<file path="src/rtl/pkt_tx_pkg.sv">
// Shared header for pkt_tx: channel-index width, buffer depth, CRC constants and FSM encodings.
// The CRC stage is built only when TX_CRC_EN is defined.
`ifndef CH_IDX_W
`define CH_IDX_W 6
`endif

package pkt_tx_pkg;
  localparam int TX_BUF_DEPTH = 16;
  localparam int TX_PTR_W     = $clog2(TX_BUF_DEPTH);
  localparam int TX_CNT_W     = TX_PTR_W + 1;
  localparam logic [23:0] CRC_INIT = 24'h555555;
  // x^24 implied; taps x^10+x^9+x^6+x^4+x^3+x+1
  localparam logic [23:0] CRC_POLY = 24'h00065B;

  typedef enum logic [2:0] {
    S_IDLE = 3'd0,
    S_PRE  = 3'd1,
    S_AA   = 3'd2,
    S_PDU  = 3'd3,
    S_CRC  = 3'd4,
    S_END  = 3'd5
  } tx_state_e;

  function automatic logic [7:0] preamble(input logic aa0);
    return aa0 ? 8'h55 : 8'hAA;
  endfunction
endpackage

</file>
<file path="src/rtl/pkt_tx_bitops.sv">
// Bit-level helpers for pkt_tx: byte serializer, 7-bit whitening LFSR and CRC-24 engine.
// Each advances only when its step/shift input is high.
module byte_p2s (
  input  logic       clk,
  input  logic       rst,
  input  logic       load,
  input  logic       shift,
  input  logic [7:0] din,
  output logic       dout
);
  logic [7:0] sr_q, sr_d;

  always_comb begin
    sr_d = sr_q;
    if (load)       sr_d = din;
    else if (shift) sr_d = {1'b0, sr_q[7:1]};
  end

  always_ff @(posedge clk) begin
    if (rst) sr_q <= '0;
    else     sr_q <= sr_d;
  end

  assign dout = sr_q[0];
endmodule

module pkt_tx_whiten (
  input  logic                 clk,
  input  logic                 rst,
  input  logic                 seed_ld,
  input  logic                 step,
  input  logic [`CH_IDX_W-1:0] ch_idx,
  output logic                 wbit
);
  logic [6:0] lfsr_q, lfsr_d;

  // position 0 forced to 1, channel MSB lands in position 1; x^7+x^4+1
  always_comb begin
    lfsr_d = lfsr_q;
    if (seed_ld)
      lfsr_d = {ch_idx[0], ch_idx[1], ch_idx[2], ch_idx[3], ch_idx[4], ch_idx[5], 1'b1};
    else if (step)
      lfsr_d = {lfsr_q[5], lfsr_q[4], lfsr_q[3] ^ lfsr_q[6], lfsr_q[2], lfsr_q[1], lfsr_q[0], lfsr_q[6]};
  end

  always_ff @(posedge clk) begin
    if (rst) lfsr_q <= '0;
    else     lfsr_q <= lfsr_d;
  end

  assign wbit = lfsr_q[6];
endmodule

module pkt_tx_crc24
  import pkt_tx_pkg::*;
(
  input  logic        clk,
  input  logic        rst,
  input  logic        init,
  input  logic        step,
  input  logic        din,
  output logic [23:0] crc
);
  logic [23:0] crc_q, crc_d;
  logic        fb;

  always_comb begin
    fb    = crc_q[23] ^ din;
    crc_d = crc_q;
    if (init)      crc_d = CRC_INIT;
    else if (step) crc_d = {crc_q[22:0], 1'b0} ^ (fb ? CRC_POLY : 24'h0);
  end

  always_ff @(posedge clk) begin
    if (rst) crc_q <= '0;
    else     crc_q <= crc_d;
  end

  assign crc = crc_q;
endmodule

</file>
<file path="src/rtl/pkt_tx.sv">
// Packet serializer: TX FIFO, preamble/AA/whitened PDU (+CRC-24 when TX_CRC_EN) bit stream.
// Every bit step is gated by en; tx/tx_valid are registered.
module pkt_tx
  import pkt_tx_pkg::*;
(
  input  logic                 clk,
  input  logic                 rst,
  input  logic                 en,
  input  logic                 wr_en,
  input  logic [7:0]           data_in,
  output logic                 full,
  output logic                 empty,
  input  logic                 start,
  input  logic [31:0]          aa,
  input  logic [`CH_IDX_W-1:0] ch_idx,
  input  logic [7:0]           len,
  output logic                 busy,
  output logic                 done,
  output logic                 underrun,
  output logic                 tx,
  output logic                 tx_valid
);
  logic [7:0]          mem_q [TX_BUF_DEPTH];
  logic [TX_PTR_W-1:0] wr_ptr_q, wr_ptr_d, rd_ptr_q, rd_ptr_d;
  logic [TX_CNT_W-1:0] cnt_q, cnt_d;
  logic                full_q, full_d, empty_q, empty_d;
  logic                push, pop, pop_req;

  assign push = wr_en && !full_q;
  assign pop  = pop_req && !empty_q;

  always_comb begin
    wr_ptr_d = wr_ptr_q + TX_PTR_W'(push);
    rd_ptr_d = rd_ptr_q + TX_PTR_W'(pop);
    cnt_d    = cnt_q + TX_CNT_W'(push) - TX_CNT_W'(pop);
    full_d   = (cnt_d == TX_CNT_W'(TX_BUF_DEPTH));
    empty_d  = (cnt_d == '0);
  end

  always_ff @(posedge clk) begin
    if (rst) begin
      wr_ptr_q <= '0;
      rd_ptr_q <= '0;
      cnt_q    <= '0;
      full_q   <= 1'b0;
      empty_q  <= 1'b1;
    end else begin
      wr_ptr_q <= wr_ptr_d;
      rd_ptr_q <= rd_ptr_d;
      cnt_q    <= cnt_d;
      full_q   <= full_d;
      empty_q  <= empty_d;
    end
  end

  always_ff @(posedge clk) begin
    if (push) mem_q[wr_ptr_q] <= data_in;
  end

  tx_state_e            state_q;
  logic [4:0]           bit_cnt_q;
  logic [7:0]           byte_cnt_q, len_q;
  logic [31:0]          aa_q;
  logic [`CH_IDX_W-1:0] ch_q;
  logic                 tx_q, tx_valid_q, busy_q, done_q, underrun_q;
  logic [7:0]           pre_bits;
  logic                 p2s_load, p2s_shift, p2s_bit;
  logic                 seed_ld, w_step, wbit;
  logic                 last_byte;

  assign pre_bits  = preamble(aa_q[0]);
  assign last_byte = (byte_cnt_q == len_q - 8'd1);

  // next byte is fetched on the en-step that sends the bit before it
  always_comb begin
    pop_req   = 1'b0;
    p2s_load  = 1'b0;
    p2s_shift = 1'b0;
    seed_ld   = 1'b0;
    w_step    = 1'b0;
    if (en) begin
      case (state_q)
        S_AA: if (bit_cnt_q == 5'd31) begin
          seed_ld  = 1'b1;
          pop_req  = (len_q != 8'd0);
          p2s_load = pop_req;
        end
        S_PDU: begin
          w_step    = 1'b1;
          p2s_shift = 1'b1;
          if (bit_cnt_q == 5'd7 && !last_byte) begin
            pop_req  = 1'b1;
            p2s_load = 1'b1;
          end
        end
        S_CRC:   w_step = 1'b1;
        default: ;
      endcase
    end
  end

  byte_p2s u_p2s (
    .clk(clk), .rst(rst), .load(p2s_load), .shift(p2s_shift),
    .din(mem_q[rd_ptr_q]), .dout(p2s_bit)
  );

  pkt_tx_whiten u_whiten (
    .clk(clk), .rst(rst), .seed_ld(seed_ld), .step(w_step),
    .ch_idx(ch_q), .wbit(wbit)
  );

`ifdef TX_CRC_EN
  logic [23:0] crc_val;
  localparam tx_state_e S_TAIL = S_CRC;

  pkt_tx_crc24 u_crc (
    .clk(clk), .rst(rst), .init(seed_ld), .step(w_step && state_q == S_PDU),
    .din(p2s_bit), .crc(crc_val)
  );
`else
  localparam tx_state_e S_TAIL = S_END;
`endif

  always_ff @(posedge clk) begin
    if (rst) begin
      state_q    <= S_IDLE;
      bit_cnt_q  <= '0;
      byte_cnt_q <= '0;
      len_q      <= '0;
      aa_q       <= '0;
      ch_q       <= '0;
      tx_q       <= 1'b0;
      tx_valid_q <= 1'b0;
      busy_q     <= 1'b0;
      done_q     <= 1'b0;
      underrun_q <= 1'b0;
    end else begin
      case (state_q)
        S_IDLE: begin
          tx_q       <= 1'b0;
          tx_valid_q <= 1'b0;
          busy_q     <= 1'b0;
          if (start) begin
            aa_q       <= aa;
            ch_q       <= ch_idx;
            len_q      <= len;
            bit_cnt_q  <= '0;
            byte_cnt_q <= '0;
            done_q     <= 1'b0;
            underrun_q <= 1'b0;
            busy_q     <= 1'b1;
            state_q    <= S_PRE;
          end
        end
        S_PRE: if (en) begin
          tx_q       <= pre_bits[bit_cnt_q[2:0]];
          tx_valid_q <= 1'b1;
          bit_cnt_q  <= bit_cnt_q + 5'd1;
          if (bit_cnt_q == 5'd7) begin
            bit_cnt_q <= '0;
            state_q   <= S_AA;
          end
        end
        S_AA: if (en) begin
          tx_q       <= aa_q[bit_cnt_q];
          tx_valid_q <= 1'b1;
          bit_cnt_q  <= bit_cnt_q + 5'd1;
          if (bit_cnt_q == 5'd31) begin
            bit_cnt_q  <= '0;
            byte_cnt_q <= '0;
            if (len_q == 8'd0) state_q <= S_TAIL;
            else if (empty_q) begin
              underrun_q <= 1'b1;
              busy_q     <= 1'b0;
              state_q    <= S_IDLE;
            end else state_q <= S_PDU;
          end
        end
        S_PDU: if (en) begin
          tx_q       <= p2s_bit ^ wbit;
          tx_valid_q <= 1'b1;
          bit_cnt_q  <= bit_cnt_q + 5'd1;
          if (bit_cnt_q == 5'd7) begin
            bit_cnt_q  <= '0;
            byte_cnt_q <= byte_cnt_q + 8'd1;
            if (last_byte) state_q <= S_TAIL;
            else if (empty_q) begin
              underrun_q <= 1'b1;
              busy_q     <= 1'b0;
              state_q    <= S_IDLE;
            end
          end
        end
`ifdef TX_CRC_EN
        S_CRC: if (en) begin
          tx_q       <= crc_val[5'd23 - bit_cnt_q] ^ wbit;
          tx_valid_q <= 1'b1;
          bit_cnt_q  <= bit_cnt_q + 5'd1;
          if (bit_cnt_q == 5'd23) begin
            bit_cnt_q <= '0;
            state_q   <= S_END;
          end
        end
`endif
        S_END: if (en) begin
          tx_q       <= 1'b0;
          tx_valid_q <= 1'b0;
          done_q     <= 1'b1;
          busy_q     <= 1'b0;
          state_q    <= S_IDLE;
        end
        default: state_q <= S_IDLE;
      endcase
    end
  end

  assign full     = full_q;
  assign empty    = empty_q;
  assign busy     = busy_q;
  assign done     = done_q;
  assign underrun = underrun_q;
  assign tx       = tx_q;
  assign tx_valid = tx_valid_q;
endmodule

</file>
<file path="config.mk">
export PLATFORM = sky130hd
export DESIGN_NAME = pkt_tx
export DESIGN_NICKNAME = d
export VERILOG_FILES = /design/src/rtl/pkt_tx_pkg.sv /design/src/rtl/pkt_tx_bitops.sv /design/src/rtl/pkt_tx.sv
export SDC_FILE = /design/constraint.sdc
export NUM_CORES = 1
export LEC_CHECK = 0
export CAP_MARGIN = 40
export CORE_ASPECT_RATIO = 1.2
export CORE_MARGIN = 3
export CORE_UTILIZATION = 26
export DETAILED_ROUTE_END_ITERATION = 10
export MAX_ROUTING_LAYER = met4
export SLEW_MARGIN = 10
export SYNTH_ARGS = -nofsm -noshare
export SYNTH_HDL_FRONTEND = slang
export SYNTH_HIERARCHICAL = 1
export SYNTH_SLANG_ARGS = --single-unit
</file>
<file path="constraint.sdc">
create_clock -name clk -period 10.1 [get_ports clk]
set_clock_uncertainty 0.1 [all_clocks]
set_input_delay 3.03 -clock clk [delete_from_list [all_inputs] [get_ports clk]]
set_output_delay 3.03 -clock clk [all_outputs]
set_load 0.01 [all_outputs]
</file>
==> Flow_metrics.wiki <==
{| class="wikitable"
! Metric !! Value
|-
| Final critical-path share of the clock period || 70.6%
|-
| Hold path startpoint || aa_q[20]$_SDFFE_PP0P_
|-
| Core footprint || 36200 µm²
|-
| Tot GR Track Use || 10.3%
|-
| Path class of the lowest-slack min-delay path || register to register
|-
| Setup_tns || 0 ns
|-
| Status || completed
|-
| Total vias in the final route || 5907
|-
| Number of slew-limit violations in the final report || 0
|-
| Initial drt markers || 494
|-
| Worst flop-to-flop path startpoint || bit_cnt_q[0]$_SDFFE_PP0P_
|-
| Number of antenna violations at the first check in global routing || 0
|-
| Delay-heaviest family, CP || simple AND/OR/NAND/NOR gates
|-
| GPL Wtd Cong || 0.810
|-
| Count of final setup violators || 0
|-
| Post-synth design cell area || 9620 µm²
|-
| Total of warnings raised by yosys || 6
|-
| Final antenna-violating net count || 0
|-
| Die Footprint || 39400 µm²
|-
| H-tree depth || 1
|-
| Cell with the largest stage delay on the worst path || sky130_fd_sc_hd__clkdlybuf4s50_1
|-
| Post-CTS Resized || 0
|-
| Mapped Cells || 750
|-
| Pin count of the biggest net entering global routing || 57
|-
| Clock sink count || 225
|-
| Static Leak || 3.73 nW
|-
| Clock tree root buffer cell || sky130_fd_sc_hd__clkbuf_16
|-
| Post-DP HPWL || 14.1 mm
|-
| Number of nets in the final layout || 884
|-
| Setup repair after global routing missed its margin || no
|-
| Clock tree from TritonCTS || built
|-
| Area delta synth->final || 20.3%
|-
| Worst setup slack for register-to-register paths || 4.76 ns
|-
| Final number of hold-violating endpoints || 0
|-
| Max-cap violations || 0
|-
| Clock-pin slew on the worst setup and hold paths || 0.06 ns
|-
| Achievable clock frequency || 140 MHz
|-
| Placed cell areas || 10800 µm²
|-
| Sequential share of the synthesized area || 60.1%
|-
| Total I/O pin count || 66
|-
| Largest incremental delay on the critical path || 0.76 ns
|-
| Cell area after layout || 11600 µm²
|-
| Crit start category || input pin
|-
| End of the worst register-to-register path || full$_SDFF_PP0_
|-
| Post CTS Setup Buffer Count || 0
|-
| Initial Utilization || 26.6%
|-
| Row cnt || 76
|-
| DIE HEIGHT || 217 µm
|-
| Critical path, cell by cell || clkdlybuf4s50_1 > nor2b_1 > a2bb2oi_1 > nor3_1 > nand2_1 > o22ai_1 > nor2b_1 > ha_1 > inv_1 > ha_1 > inv_1 > fa_1 > inv_1 > a21o_1 > a21oi_1 > xnor2_1 > or2_2 > nor2b_1
|-
| Overall routed net length || 20.1 mm
|-
| Number of cells on the worst hold path || 2
|-
| Grt ovf || 0
|-
| Share of final-layout standard cells stronger than drive strength 1 || 13.3%
|-
| Critical path class || input pin to register
|-
| Crit path buffers/inverters || 4
|-
| Actual transition at the worst max-transition pin || 0.851 ns
|-
| Detailed-router iteration count before antenna repair || 4
|-
| Type of destination of the critical path || register
|-
| Number of buffers between clock root and the deepest sink || 3
|-
| Largest voltage drop on the vdd net || 0.000147 V
|-
| Via count of the first global-routing pass || 5969
|-
| Number of distinct library cells after synthesis || 61
|-
| Endpoint with the worst hold slack || aa_q[20]$_SDFFE_PP0P_
|-
| Max FO, Critical Path || 14
|-
| Die span in x || 182 µm
|-
| Tightest slew margin relative to the limit || 43.3%
|-
| Data arrival time at the worst-slack endpoint || 7.49 ns
|-
| Count of buffers from port buffering || 65
|-
| Via density per instance || 4.56
|-
| Post-Syn Nets || 824
|-
| Total placed cells including tap cells || 1251
|-
| Critical path data required time || 10.46 ns
|-
| Fin cells || 1295
|-
| FF-to-FF path depth || 19
|-
| Crit path time final || 7.13 ns
|-
| Mean Syn Cell Area || 12.8 µm²
|-
| Flip-flop cell with the highest count after synthesis || sky130_fd_sc_hd__edfxtp_1
|-
| Post-route DRC || 0
|-
| Async set-or-reset flop fraction in the synthesized netlist || 0%
|-
| Cts-stage hold buffer count || 0
|-
| Wire length of the first global-routing pass || 32.5 mm
|-
| N_diodes || 0
|-
| EDFF count, synth || 128
|-
| Routed wire per std cell || 15.5 µm
|-
| Register bit count reported by yosys || 225
|-
| Pwr per Cell Area || 213 nW/µm²
|-
| Depth of the critical timing path with buffers and inverters included || 18
|-
| Skew-Pair Late Insertion Delay || 0.53 ns
|-
| Number of clock buffers inserted by TritonCTS || 25
|-
| Overall power after layout || 2.46 mW
|}
[layout by cell type, fill, tap and decap left out, drive strengths merged, types with 6 or more instances in the layout]
master	instances
clkdlybuf4s50	64
mux2i	17
a211oi	16
xor2	11
a21oi	60
nor3	16
mux4	49
nor2b	27
o21ai	10
nand3	6
inv	23
edfxtp	128
nand2	117
clkinv	7
buf	11
ha	14
clkbuf	30
nor2	36
dfxtp	97
xnor2	17
[metal layers]
layer  wire length [µm]  vias to the layer above  GRT usage, %  share of wire, %
li1                   -                     2888             -                 -
met3                796                       30          1.73               4.0
met1               8940                     2871          12.8                44
met2               9960                      118          17.7                50
met5                  0                        -             -                 0
met4                403                        0          2.49               2.0
[layout make-up]
type / instances / area, µm²
Inverter: 20 / 75.1
Clock inverter: 14 / 143
Fill cell: 3595 / 24700
Multi-Input combinational cell: 462 / 3570
Timing Repair Buffer: 76 / 763
Sequential cell: 225 / 5790
Tap cell: 468 / 586
Clock buffer: 30 / 644
[stage by stage]
step,worst slack (ns),hold slack [ns],utilization (%)
5_1_grt,2.50,0.369,31.9
3_3_place_gp,2.60,0.340,29.6
6_report,2.97,0.349,31.9
3_5_place_dp,2.46,0.344,29.8
2_1_floorplan,3.85,0.333,-
4_1_cts,3.00,0.352,31.9
[worst min-delay path: stages, from the launching register on]
cell and delay, ns:
sky130_fd_sc_hd__dfxtp_1 0.30, sky130_fd_sc_hd__nand2_1 0.05, sky130_fd_sc_hd__a21oi_1 0.05
[cells by family (layout without fill, tap and decap cells)]
family | Yosys count | after routing | synth area share (%)
compound gates | 114 | 114 | 7.36
xor+xnor | 28 | 28 | 2.55
flops | 225 | 225 | 60.1
fa+ha+maj | 15 | 15 | 2.03
mux | 67 | 67 | 13.4
simple gates | 238 | 238 | 11.8
buf+inv | 63 | 140 | 2.72
[worst max-delay path by stage]
| stage | startpoint | endpoint | slack, ns |
|---|---|---|---|
| 6_report | en | full$_SDFF_PP0_ | 2.97 |
| 3_3_place_gp | en | full$_SDFF_PP0_ | 2.60 |
| 3_5_place_dp | en | full$_SDFF_PP0_ | 2.46 |
| 4_1_cts | en | full$_SDFF_PP0_ | 3.00 |
| 5_1_grt | en | full$_SDFF_PP0_ | 2.50 |
| 2_1_floorplan | start | full$_SDFF_PP0_ | 3.85 |
[state kept, by name, summed over array words and instances (netlist names), 3 cells and up]
| name | cells |
|---|---|
| cnt_q | 5 |
| u_whiten/lfsr_q | 7 |
| byte_cnt_q | 8 |
| len_q | 8 |
| aa_q | 32 |
| wr_ptr_q | 4 |
| u_p2s/sr_q | 8 |
| rd_ptr_q | 4 |
| state_q | 3 |
| ch_q | 6 |
| mem_q | 128 |
| bit_cnt_q | 5 |
[cells in the mapped netlist, drive strengths merged, types with 6 or more instances]
library cell | number | area (µm²)
nand2 | 117 | 439
ha | 14 | 175
nor3 | 16 | 80.1
xor2 | 11 | 96.3
xnor2 | 17 | 149
buf | 13 | 67.6
nor2 | 36 | 135
clkbuf | 29 | 109
inv | 20 | 75.1
edfxtp | 128 | 3840
o21ai | 10 | 50.1
mux2i | 17 | 170
a211oi | 16 | 120
mux4 | 49 | 1100
nand3 | 6 | 30.0
dfxtp | 97 | 1940
nor2b | 27 | 169
a21oi | 60 | 300
[report_power, final]
group / internal [mW] / switching [mW]
Clock: 0.509 / 0.360
Combinational: 0.219 / 0.254
Sequential: 1.05 / 0.0727
Total: 1.78 / 0.686
Power figures use the tool's default switching activity.
